File: src/rtl/serial_adder_seq_pkg.sv
// Shared types and defaults for the bit-serial adder sequencer.
package serial_adder_seq_pkg;

    // Default operand/result width; legal range is 1..32.
    localparam int unsigned DEFAULT_WIDTH = 8;

    // Sequencer states: wait for operands, stream bits, hold the result.
    typedef enum logic [1:0] {
        IDLE = 2'b00,
        RUN  = 2'b01,
        DONE = 2'b10
    } state_e;

endpackage : serial_adder_seq_pkg

File: src/rtl/serial_adder_seq_fa_cell.sv
// One-bit full adder used by the serial adder sequencer; purely combinational.
module serial_adder_seq_fa_cell (
    input  logic a,
    input  logic b,
    input  logic c,
    output logic s,
    output logic co
);

    // Sum is the parity of the three inputs, carry is their majority.
    always_comb begin
        s  = a ^ b ^ c;
        co = (a & b) | (a & c) | (b & c);
    end

endmodule : serial_adder_seq_fa_cell

File: src/rtl/serial_adder_seq.sv
// Bit-serial adder sequencer: accepts two operands and a carry-in, adds them
// LSB-first one bit per clock through a single full-adder cell, and presents
// sum, carry-out and signed overflow over a valid/ready handshake.
module serial_adder_seq
    import serial_adder_seq_pkg::*;
#(
    parameter int unsigned WIDTH = DEFAULT_WIDTH
) (
    input  logic             clk,
    input  logic             rst,
    input  logic             in_valid,
    output logic             in_ready,
    input  logic [WIDTH-1:0] a,
    input  logic [WIDTH-1:0] b,
    input  logic             cin,
    output logic             out_valid,
    input  logic             out_ready,
    output logic [WIDTH-1:0] sum,
    output logic             cout,
    output logic             ovf,
    output logic             busy,
    output logic             fa_a,
    output logic             fa_b,
    output logic             fa_c
);

    localparam int unsigned      CNT_W    = $clog2(WIDTH + 1);
    localparam logic [CNT_W-1:0] LAST_BIT = CNT_W'(WIDTH - 1);
    localparam logic [CNT_W-1:0] CNT_ONE  = CNT_W'(1);

    state_e           state_q, state_d;
    logic [WIDTH-1:0] a_sh_q, a_sh_d;
    logic [WIDTH-1:0] b_sh_q, b_sh_d;
    logic [WIDTH-1:0] sum_q, sum_d;
    logic [CNT_W-1:0] cnt_q, cnt_d;
    logic             carry_q, carry_d;
    logic             cout_q, cout_d;
    logic             ovf_q, ovf_d;

    logic             bit_a, bit_b, bit_c;
    logic             fa_s, fa_co;

    // Bits offered to the adder cell: operand LSBs and the ripple carry in RUN, zero otherwise.
    always_comb begin
        bit_a = 1'b0;
        bit_b = 1'b0;
        bit_c = 1'b0;
        if (state_q == RUN) begin
            bit_a = a_sh_q[0];
            bit_b = b_sh_q[0];
            bit_c = carry_q;
        end
    end

    serial_adder_seq_fa_cell u_fa_cell (
        .a  (bit_a),
        .b  (bit_b),
        .c  (bit_c),
        .s  (fa_s),
        .co (fa_co)
    );

    // Next-state and datapath update: accept in IDLE, shift/add in RUN, hold in DONE.
    always_comb begin
        state_d = state_q;
        a_sh_d  = a_sh_q;
        b_sh_d  = b_sh_q;
        sum_d   = sum_q;
        cnt_d   = cnt_q;
        carry_d = carry_q;
        cout_d  = cout_q;
        ovf_d   = ovf_q;

        unique case (state_q)
            IDLE: begin
                if (in_valid) begin
                    a_sh_d  = a;
                    b_sh_d  = b;
                    carry_d = cin;
                    cnt_d   = '0;
                    sum_d   = '0;
                    state_d = RUN;
                end
            end

            RUN: begin
                // Shift right then drop the new bit into the MSB; written this way
                // so it also holds for a one-bit wide result register.
                sum_d            = sum_q >> 1;
                sum_d[WIDTH-1]   = fa_s;
                carry_d          = fa_co;
                a_sh_d           = a_sh_q >> 1;
                b_sh_d           = b_sh_q >> 1;
                cnt_d            = cnt_q + CNT_ONE;
                if (cnt_q == LAST_BIT) begin
                    // carry_q is still the carry into the MSB on this edge.
                    cout_d  = fa_co;
                    ovf_d   = carry_q ^ fa_co;
                    state_d = DONE;
                end
            end

            DONE: begin
                if (out_ready) begin
                    state_d = IDLE;
                end
            end

            default: begin
                state_d = IDLE;
            end
        endcase
    end

    // State and datapath registers with synchronous reset taking priority.
    always_ff @(posedge clk) begin
        if (rst) begin
            state_q <= IDLE;
            a_sh_q  <= '0;
            b_sh_q  <= '0;
            sum_q   <= '0;
            cnt_q   <= '0;
            carry_q <= 1'b0;
            cout_q  <= 1'b0;
            ovf_q   <= 1'b0;
        end else begin
            state_q <= state_d;
            a_sh_q  <= a_sh_d;
            b_sh_q  <= b_sh_d;
            sum_q   <= sum_d;
            cnt_q   <= cnt_d;
            carry_q <= carry_d;
            cout_q  <= cout_d;
            ovf_q   <= ovf_d;
        end
    end

    // Handshake/status outputs decoded from the state; result outputs straight from flops.
    always_comb begin
        in_ready  = (state_q == IDLE);
        busy      = (state_q == RUN);
        out_valid = (state_q == DONE);
        sum       = sum_q;
        cout      = cout_q;
        ovf       = ovf_q;
        fa_a      = bit_a;
        fa_b      = bit_b;
        fa_c      = bit_c;
    end

endmodule : serial_adder_seq

File: config.mk
export PLATFORM = sky130hd
export DESIGN_NAME = serial_adder_seq
export DESIGN_NICKNAME = d
export VERILOG_FILES = /design/src/rtl/serial_adder_seq_pkg.sv /design/src/rtl/serial_adder_seq_fa_cell.sv /design/src/rtl/serial_adder_seq.sv
export SDC_FILE = /design/constraint.sdc
export NUM_CORES = 1
export LEC_CHECK = 0
export CORE_MARGIN = 3
export CORE_UTILIZATION = 48
export DETAILED_ROUTE_END_ITERATION = 10
export MAX_ROUTING_LAYER = met4
export PLACE_DENSITY = 0.82
export SKIP_CTS_REPAIR_TIMING = 1
export SYNTH_ARGS = -nofsm -noshare
export SYNTH_HDL_FRONTEND = slang
export SYNTH_SLANG_ARGS = --single-unit
export TNS_END_PERCENT = 20
File: constraint.sdc
create_clock -name clk -period 2.2 [get_ports clk]
set_clock_uncertainty 0.05 [all_clocks]
set_input_delay 0.44 -clock clk [delete_from_list [all_inputs] [get_ports clk]]
set_output_delay 0.44 -clock clk [all_outputs]
set_load 0.01 [all_outputs]
# After elaboration in Yosys (flattened, before gate mapping)
# Index checks and enable logic that the tools add are counted.
[word_totals]
reg_bits = 33
out_inout_bits = 16
[classes]
reduce_logical = 5
bitwise_logic = 8
eq_ne = 6
addsub = 1
mux = 17
[op_table]
columns = ["cell", "count"]
rows = [
  ["$pmux 8 s2", 3],
  ["$mux 8", 3],
  ["$pmux 4 s2", 1],
  ["$mux 2", 3],
  ["$pmux 2 s3", 1],
  ["$add 4x1->4 const B", 1],
  ["$eq 4x3->1 const B", 1],
  ["$mux 1", 4],
  ["$mux 4", 1],
  ["$ne 2x1->1 const B", 2],
  ["$reduce_and 2->1", 2],
  ["$and 1x1->1", 3],
  ["$reduce_and 3->1", 1],
  ["$xor 1x1->1", 3],
  ["$eq 2x1->1 const B", 1],
  ["$eq 2x2->1 const B", 1],
  ["$logic_not 2->1", 1],
  ["$ne 2x2->1 const B", 1],
  ["$or 1x1->1", 2],
  ["$pmux 1 s2", 1],
  ["$reduce_bool 2->1", 1],
]

# Logic depth before layout (Yosys ltp)
# Gate-level depths: netlist (run 1).
[depth]
word_depth = 6
depth_mapped = 9

# Cells and area by module
# A second synthesis (run 1) with hierarchy kept.
[unflattened]
hier_cells = 159
area_unflattened_um2 = 1400.1
[modules_own_cells]
columns = ["mod", "seq_area_each_um2", "instances", "cells_each", "area_per_inst_um2"]
rows = [
  ["serial_adder_seq", 660.6, 1, 158, 1380.1],
  ["serial_adder_seq_fa_cell", 0.0, 1, 1, 20.0],
]

# Worst setup path before layout (run 1)
# OpenSTA, ideal clock, no wires.
[synth_timing]
kind = "reg-to-reg"
startpoint = "register state_q[0]"
endpoint = "register sum_q[7], in the netlist sum[7]"
path_stages_with_launch = 10
required_time_ps = 2022
path_buffers = 3
setup_ps = 128
arrival_time_ps = 1686
slack_ps = 336
path_cell_list = "dfxtp_1 -> buf_6 -> nor2b_1 -> buf_2 -> buf_2 -> and2_1 -> ha_1 -> xor2_1 -> a22oi_1 -> nor2_1"
[synth_between]
elab_chain_len = 5
elab_cells_between_ends = 11
cone_classes = "eq/ne (2); mux (4); bitwise (2); reduce/logical (3)"
[synth_rtl]
columns = ["element", "line_no", "source"]
rows = [
  ["from (decl)", "serial_adder_seq.sv:31", "state_e state_q, state_d;"],
  ["from (signal assigned)", "serial_adder_seq.sv:127", "state_q <= state_d;"],
  ["$eq 2x1->1", "--", ""],
  ["via busy", "serial_adder_seq.sv:21", "output logic busy,"],
  ["$mux 1", "serial_adder_seq.sv:48", "if (state_q == RUN) begin"],
  ["via fa_b", "serial_adder_seq.sv:23", "output logic fa_b,"],
  ["$xor 1x1->1 (2 in series)", "serial_adder_seq_fa_cell.sv:12", "s = a ^ b ^ c;"],
  ["$pmux 8 s2", "serial_adder_seq.sv:74", "unique case (state_q)"],
  ["to (signal assigned)", "serial_adder_seq.sv:130", "sum_q <= sum_d;"],
  ["to (decl)", "serial_adder_seq.sv:34", "logic [WIDTH-1:0] sum_q, sum_d;"],
]
# The timed path passes the listed nets, and every way through them passes these cells.
# A chain may end at the register's enable or synchronous reset.

# Worst setup path after layout (run 1)
[layout_timing]
startpoint = "register state_q[1]"
endpoint = "output out_valid"
[layout_between]
elab_chain_len = 1
[layout_rtl]
columns = ["element", "line_no", "source"]
rows = [
  ["$eq 2x2->1", "serial_adder_seq.sv:142", "out_valid = (state_q == DONE);"],
  ["to (decl)", "serial_adder_seq.sv:16", "output logic out_valid,"],
]
# No other way between the ends.

==> results of run 1 <==
## routing by layer
metal,vias up,global-route usage [%]
met2,31,28.7
li1,674,-
met1,626,25.7
met4,0,6.50
met5,-,-
met3,6,6.29
## state kept, by name, summed over array words and instances (netlist names)
register and flops:
ovf 1, cnt_q 4, sum 8, state_q 2, a_sh_q 8, b_sh_q 8, cout 1, carry_q 1
## worst reg2reg max path, stage by stage (launching register included)
cell,delay (ps)
dfxtp_1,380
buf_4,180
clkinv_1,430
and2_1,340
a211oi_1,190
## cells by family (layout without fill, tap and decap cells)
family / count (synthesis) / in the layout / share of synthesized area, %
AOI/OAI and AO/OA: 52 / 52 / 27.4
xor gates and xnor gates: 1 / 1 / 0.598
adders and majority gates: 2 / 2 / 1.71
buffers and inverters: 18 / 57 / 6.58
DFF: 33 / 33 / 45.1
muxes: 2 / 2 / 1.37
and+or+nand+nor: 56 / 56 / 17.3
## cell type report
| type | instances | area share, % |
|---|---|---|
| Multi-Input combinational cell | 113 | 37.1 |
| Sequential cell | 33 | 34.1 |
| Clock inverter | 1 | 0.258 |
| Inverter | 3 | 0.711 |
| Tap cell | 31 | 2.00 |
| Clock buffer | 7 | 3.36 |
| Timing Repair Buffer | 46 | 22.5 |
## cell usage in the layout (no fill, tap or decap), drive strengths merged, types with 3 or more instances in the layout
master | Yosys | routed
clkbuf | 5 | 7
o22ai | 4 | 4
o2bb2ai | 10 | 10
dfxtp | 33 | 33
a211oi | 16 | 16
a22oi | 13 | 13
clkdlybuf4s50 | 0 | 36
and2 | 5 | 5
nor3 | 3 | 3
nor2 | 38 | 38
buf | 10 | 10
## report_power, final
part | switching, mW | internal [mW]
logic | 0.0884 | 0.0997
clock network | 0.201 | 0.185
registers | 0.0198 | 0.628
total | 0.310 | 0.913
## stage by stage
stage | utilization, % | total power, mW | TNS [ps] | setup slack [ps] | std cells
final | 68.5 | 1.22 | 0 | 101 | 234
after floorplan | - | 0.772 | 0 | 336 | 164
after CTS | 68.1 | 1.23 | -91.6 | -52.3 | 234
after global routing | 68.5 | 1.28 | 0 | 15.7 | 234
after detailed placement | 65.6 | 0.848 | 0 | 333 | 226
after global placement | 65.6 | 0.842 | 0 | 366 | 226
## worst min path at each step
stage                                from                     to  slack (ps)  depth (start not counted)
global placement        cout$_SDFFE_PP0P_      cout$_SDFFE_PP0P_         410                          2
detailed placement      cout$_SDFFE_PP0P_      cout$_SDFFE_PP0P_         420                          2
global route            cout$_SDFFE_PP0P_      cout$_SDFFE_PP0P_         470                          2
CTS                     cout$_SDFFE_PP0P_      cout$_SDFFE_PP0P_         440                          2
floorplan           cnt_q[0]$_SDFFE_PP0P_  cnt_q[0]$_SDFFE_PP0P_         420                          1
finish                  cout$_SDFFE_PP0P_      cout$_SDFFE_PP0P_         430                          2
==> summary.md, run 1 <==
| Metric | Value |
|---|---|
| Outcome | finished, final reports clean |
| Crit path largest cell delay | 540 ps |
| Ports | 37 |
| Min cycle time layout | 2100 ps |
| Reg area | 661 um^2 |
| Synthesized area | 1470 um^2 |
| Final nets | between 200 and 250 |
| Core area | 2830 um^2 |
| Detailed Place HPWL | 2.31 mm |
| Kind of cell adding the most delay to the critical path | buffers and inverters |
| WP buf/inv | 2 |
| Multi-input logic area | 718 um^2 |
| First-pass GRT wire length | 5.30 mm |
| Placed cell areas | between 1500 and 2000 um^2 |
| Mapped Cells | approximately 160 |
| Port bufs | 36 |
| Fillers | between 200 and 250 |
| Top sig layer | met4 |
| R2r setup slk | 560 ps |
| Std cell rows | 19 |
| CTS Root Cell | clkbuf_4 |
| Warnings, synthesis | 0 |
| Count of pins over their slew limit | 0 |
| F_max | 476 MHz |
| Post-synth EDFFs | 0 |
| Initial antenna violation count | 0 |
| Crit path launch type | flip-flop |
| FF+latch count, synth | 33 |
| Worst-skew pair later-pin latency | about 340 ps |
| Max H-tree Level | 2 |
| Worst EP arrival | around 1600 ps |
| Vert. Die Dim | 61.3 um |
| Max cap viols | 0 |
| Antenna Violating Nets Remaining | 0 |
| Final Setup Violations | 0 |
| Number of global-route vias before repair | 1,179 |
| Clock Path Buffers | 2 |
| Async SR Flop Fraction | 0% |
| Routed WL per cell | 13.9 um |
| Via-to-Cell Ratio | around 5.7 |
| Synth area leader | dfxtp_1 |
| Leading cell types by count after synthesis | nor2_1, dfxtp_1, a211oi_1 |
| CP endpoint | out_valid |
| Worst hold path class | flip-flop to flip-flop |
| Antenna fix cells | 0 |
| Worst rel slew slack | 65.5% |
| Unrepaired setup endpoints after global routing | no |
| Area contributors post-synth | dfxtp_1, nor2_1, a211oi_1 |
| P per Cell Area | 631 nW/um^2 |
| CTS sink count | 33 |
| Met1 Wirelength | 1.52 mm |
| Mean Syn Cell Area | approximately 8.9 um^2 |
| WHS | 435 ps |
| Critical-path top delay cell | clkdlybuf4s50_1 |
| Distinct cell type count of the synthesized netlist | 34 |
| Vias | 1,337 |
| Final period utilization | ~95% |
| Initial Util | 51.8% |
| Worst slew pin tran | 515 ps |
| Synth-to-Final Area Change | 32.2% |
| Critical R2R Launch | state_q[1]$_SDFFE_PP0P_ |
| Final Cell Area | 1940 um^2 |
| Drt total wl | 3.25 mm |
| Count leader, synth | nor2_1 |
| FF-to-FF path depth | 4 |
| RR Endpoint | ovf$_SDFFE_PP0P_ |
| CTS clk-pin slew, worst paths | 100 ps |
| Largest fanout on the critical path | 9 |
| Worst setup EP type | primary output |
| CTS tree | done |
| Die width | 61.3 um |
| Met3 WL | approximately 170 um |
| Crit-path cells | buf_4 > nor2b_2 > clkdlybuf4s50_1 |
| Die ar. | around 3800 um^2 |
| Total CTS buffers | 5 |
| Crit. Startpoint | state_q[1]$_SDFFE_PP0P_ |
| Routability cong. | between 0.7 and 0.8 |
| Crit Path Class | flip-flop to primary output |
| Drt initial violations | 60 |
| Static Leak | 0.744 nW |
| Iteration count of the initial detailed-routing pass | 5 |
| DR WL met2 | 1.51 mm |
| Global route overflow | 0 |
| Critical path required time | 1710 ps |
| Synthesized net count | 187 |
| Max IR drop VDD | approximately 0.49 mV |
| # DRC | 0 |
| Final hold violations | 0 |
| Ys flop type | dfxtp_1 |
| Post-synthesis sequential area ratio | 45.1% |
| Largest net degree at the start of global routing | 20 |
| Synth top area share | a little under half |
| Fraction of layout cells with a size suffix above 1 | 10.8% |
| Critical Path Stages | 3 |
| All-Layer GR Usage | 19.7% |
Note: power is estimated with default switching activity, not from simulation.
==> run 2: changes to the inputs <==
- MAX_ROUTING_LAYER: met4 -> default
==> run 2 against run 1 <==
  * Via count shrank 0.67%
  * Cell area did not move
  * Worst setup slack better by 4.6 ps
  * Sequential cell count is the same
  * Combinational power hardly changed
  * Critical path type unchanged
  * Largest cell class unchanged
==> summary.md, run 2 (synthesis gave the netlist of run 1 again) <==
| Metric | Value |
|---|---|
| Static Leak | 0.744 nW |
| Number of global-route vias before repair | 1,187 |
| Worst hold path class | flip-flop to flip-flop |
| Antenna Violating Nets Remaining | 0 |
| Final nets | 225 |
| Post-place setup slack | between 300 and 400 ps |
| Port bufs | 36 |
| Std cell rows | 19 |
| Non-Filler Instances | roughly 230 |
| Power share of the combinational group | 15.4% |
| Cell internal pwr | a little over 0.9 mW |
| Clock power frac | 31.7% |
| Max H-tree Level | 2 |
| Largest net degree at the start of global routing | 20 |
| Min cycle time layout | 2090 ps |
| Final period utilization | 95.2% |
| Vert. Die Dim | 61.3 um |
| P per Cell Area | around 630 nW/um^2 |
| Ports | 37 |
| Clock Path Buffers | 2 |
| Crit. Startpoint | state_q[1]$_SDFFE_PP0P_ |
| Fraction of layout cells with a size suffix above 1 | between 10% and 20% |
| CTS tree | done |
| Outcome | finished, final reports clean |
| Critical path required time | ~1700 ps |
| Critical R2R Launch | state_q[1]$_SDFFE_PP0P_ |
| Drt initial violations | 60 |
| Iteration count of the initial detailed-routing pass | 4 |
| Synth-to-Final Area Change | 32.2% |
| Drt total wl | 3.25 mm |
| Crit path launch type | flip-flop |
| CTS Root Cell | clkbuf_4 |
| Max cap viols | 0 |
| CTS sink count | 33 |
| Most frequent cells in the layout | nor2_1, clkdlybuf4s50_1, dfxtp_1 |
| Die width | 61.3 um |
| Crit Path Class | flip-flop to primary output |
| Initial Util | roughly 52% |
| Initial antenna violation count | 0 |
| F_max | 477 MHz |
| Worst-skew pair later-pin latency | 330 ps |
| Unrepaired setup endpoints after global routing | no |
| Via-to-Cell Ratio | 5.68 |
| # DRC | 0 |
| CTS clk-pin slew, worst paths | 100 ps |
| Commonest non-fill, non-tap cell in the layout | nor2_1 |
| Psw | 0.310 mW |
| Sequential Power Share | 53.0% |
| Antenna fix cells | 0 |
| Routability cong. | 0.759 |
| Final core utilization | 68.5% |
| Placed cells | about 230 |
| All-Layer GR Usage | about a fifth |
| Count of pins over their slew limit | 0 |
| Final hold violations | 0 |
| Global route overflow | 0 |
| Die ar. | 3750 um^2 |
| Final worst setup slack | 106 ps |
| Worst rel slew slack | 65.0% |
| Worst slew pin tran | about 520 ps |
| Total CTS buffers | 5 |
| Vias | 1,328 |
| Detailed Place HPWL | 2.31 mm |
| Core area | 2830 um^2 |
| Final Cell Area | a little under 2000 um^2 |
| Worst EP arrival | about 1600 ps |
| Max IR drop VDD | 0.493 mV |
| Final Setup Violations | 0 |
| Hold path start | cout$_SDFFE_PP0P_ |
| Placed cell areas | 1860 um^2 |
| First-pass GRT wire length | 5.31 mm |
| Routed WL per cell | 13.9 um |
| Worst setup EP type | primary output |
| Total Power | 1.22 mW |
| Switching Share | about a quarter |
| Largest fanout on the critical path | 9 |
[run 2: cell counts in the layout (fill, tap and decap cells not counted)]
Identical to the previous run, type by type.
[run 2: critical path, cell delays in order (launching register included)]
cell and delay [ps]:
dfxtp_1 380, buf_4 180, nor2b_2 170, clkdlybuf4s50_1 540
[run 2: path summary, 6_finish.rpt]
kind	endpoint	slack, ps	cells after the start
min reg2reg	cout$_SDFFE_PP0P_	430	2
max	out_valid	110	3
max reg2reg	ovf$_SDFFE_PP0P_	550	4
min	cout$_SDFFE_PP0P_	430	2
[run 2: layout make-up]
cell class / instances / area [um^2]
sequential: 33 / 661
inverter: 3 / 13.8
multi-input combinational: 113 / 718
clock buffer: 7 / 65.1
tap: 31 / 38.8
clock inverter: 1 / 5.00
timing repair buffer: 46 / 435
fill: 232 / 892
[run 2: layer usage]
metal,wire (um),global-route usage [%]
met1,1510,26.0
met2,1510,28.5
met3,176,6.29
met4,42,6.50
met5,0,0
[run 2: power by group through the flow]
stage	clock network [mW]	logic (mW)	registers (mW)
after floorplan	0	0.114	0.658
after global placement	0	0.182	0.660
after detailed placement	0	0.186	0.662
after CTS	0.396	0.188	0.648
after global routing	0.421	0.209	0.652
final	0.387	0.188	0.648
[run 2: metrics by stage]
stage / hold slack, ps / TNS (ps)
after CTS: 442 / -91.6
after global placement: 410 / 0
after floorplan: 416 / 0
after detailed placement: 416 / 0
after global routing: 468 / 0
final: 435 / 0
==> run 3: changes to the inputs <==
- CORE_UTILIZATION: 48 -> 43
- PLACE_DENSITY: 0.82 -> 0.78
- clock period: 2.2 -> 1.8 ns (I/O delays scaled with it)
==> run 3 against run 2 <==
  * Die area is 10% higher
  * Sequential power is 23% higher
  * Register-to-register slack worse by 370 ps
  * Routed wire length is 7.6% higher
  * Worst setup slack better by 28 ps
  * Non-clock buffer count is 2 higher
  * Largest power group unchanged
==> summary.md, run 3 (synthesis gave the netlist of run 1 again) <==
| Metric | Value |
|---|---|
| Commonest non-fill, non-tap cell in the layout | nor2_1 |
| Number of global-route vias before repair | 1,325 |
| Fillers | about 280 |
| Unrepaired setup endpoints after global routing | no |
| Multi-input logic area | 721 um^2 |
| Sequential Power Share | 52.9% |
| Largest net degree at the start of global routing | 22 |
| Fraction of layout cells with a size suffix above 1 | 13.2% |
| Crit Path Class | flip-flop to primary output |
| F_max | 600 MHz |
| Worst slew pin tran | about 380 ps |
| Most frequent cells in the layout | nor2_1, dfxtp_1, clkdlybuf4s50_1 |
| Critical R2R Launch | state_q[0]$_SDFFE_PP0P_ |
| Final nets | roughly 230 |
| Psw | 0.382 mW |
| Max H-tree Level | 2 |
| Max IR drop VDD | 0.438 mV |
| Drt initial violations | 160 |
| Port bufs | 36 |
| All-Layer GR Usage | 18.8% |
| Static Leak | ~0.85 nW |
| Crit path launch type | flip-flop |
| CTS Root Cell | clkbuf_4 |
| CTS tree | done |
| Vert. Die Dim | 64.4 um |
| Initial Util | between 40% and 50% |
| Std cell rows | 20 |
| Antenna fix cells | 0 |
| Clock power frac | 31.5% |
| Detailed Place HPWL | ~2.5 mm |
| Non-Filler Instances | 249 |
| Crit path largest cell delay | roughly 550 ps |
| Final core utilization | 63.2% |
| Placed cells | 241 |
| Die width | 64.4 um |
| Antenna Violating Nets Remaining | 0 |
| Max cap viols | 0 |
| Final period utilization | between 90% and 100% |
| Power share of the combinational group | 15.7% |
| Worst hold path class | flip-flop to flip-flop |
| Final Setup Violations | 0 |
| Synth-to-Final Area Change | 36.0% |
| Die ar. | 4140 um^2 |
| Crit-path cells | clkdlybuf4s50_1 |
| Vias | 1,356 |
| Worst-skew pair later-pin latency | roughly 330 ps |
| Via-to-Cell Ratio | around 5.4 |
| CTS sink count | 33 |
| Final hold violations | 0 |
| Routed WL per cell | ~14 um |
| Reg area | 663 um^2 |
| Drt total wl | 3.49 mm |
| Switching Share | 25.5% |
| Crit. Startpoint | sum[7]$_SDFFE_PP0P_ |
| WP buf/inv | 1 |
| Largest fanout on the critical path | 3 |
| Critical-path top delay cell | clkdlybuf4s50_1 |
| Ports | 37 |
| Routability cong. | 0.769 |
| CTS clk-pin slew, worst paths | around 110 ps |
| Min cycle time layout | 1670 ps |
| Total CTS buffers | 5 |
| Initial antenna violation count | 0 |
| Clock Path Buffers | 2 |
| P per Cell Area | ~750 nW/um^2 |
| Iteration count of the initial detailed-routing pass | 4 |
| Worst setup EP type | primary output |
| Critical path required time | about 1400 ps |
| Cell internal pwr | 1.12 mW |
| Hold path start | cout$_SDFFE_PP0P_ |
| # DRC | 0 |
| Worst rel slew slack | 74.8% |
| Kind of cell adding the most delay to the critical path | buffers and inverters |
| Count of pins over their slew limit | 0 |
| Worst EP arrival | 1260 ps |
| Core area | between 3000 and 4000 um^2 |
| Outcome | finished, final reports clean |
| First-pass GRT wire length | 6.15 mm |
| Global route overflow | 0 |
## run 3: cell types whose count changed in the layout (fill, tap and decap cells not counted), sizes merged
cell,delta
clkdlybuf4s50,-6
dlymetal6s2s,+6
buf,+2
## run 3: power by group through the flow
stage | registers [mW] | logic (mW) | clock network (mW)
after floorplan | 0.804 | 0.141 | 0
after global placement | 0.807 | 0.226 | 0
after detailed placement | 0.810 | 0.233 | 0
after CTS | 0.793 | 0.235 | 0.480
after global routing | 0.800 | 0.262 | 0.513
final | 0.794 | 0.235 | 0.472
## run 3: stage by stage
stage | TNS (ps) | area [um^2] | total power [mW] | hold slack [ps] | setup WS [ps]
global route | 0 | 1990 | 1.58 | 484 | 82.4
CTS | -1770 | 1960 | 1.51 | 438 | -385
finish | 0 | 1990 | 1.50 | 437 | 134
floorplan | 0 | 1470 | 0.945 | 416 | 0.469
detailed placement | -1.67 | 1890 | 1.04 | 420 | -1.67
global placement | 0 | 1890 | 1.03 | 412 | 84.9
## run 3: worst paths after layout
path	to	slack, ps	cells after the start
setup / recovery	sum[7]	130	1
hold / removal	cout$_SDFFE_PP0P_	440	2
setup reg to reg	ovf$_SDFFE_PP0P_	180	7
hold reg to reg	cout$_SDFFE_PP0P_	440	2
## run 3: layout make-up
cell class,count,area share [%]
clock inverter,1,0.251
inverter,3,0.691
timing repair buffer,48,23.6
clock buffer,7,3.27
tap,44,2.76
multi-input combinational,113,36.2
sequential,33,33.3
## run 3: routing by layer
metal | share of wire (%) | up-vias | track usage (%)
li1 | - | 675 | -
met1 | 46 | 637 | 25.4
met2 | 47 | 40 | 28.2
met3 | 5.4 | 4 | 5.80
met4 | 1.1 | 0 | 6.33
met5 | 0 | - | 0
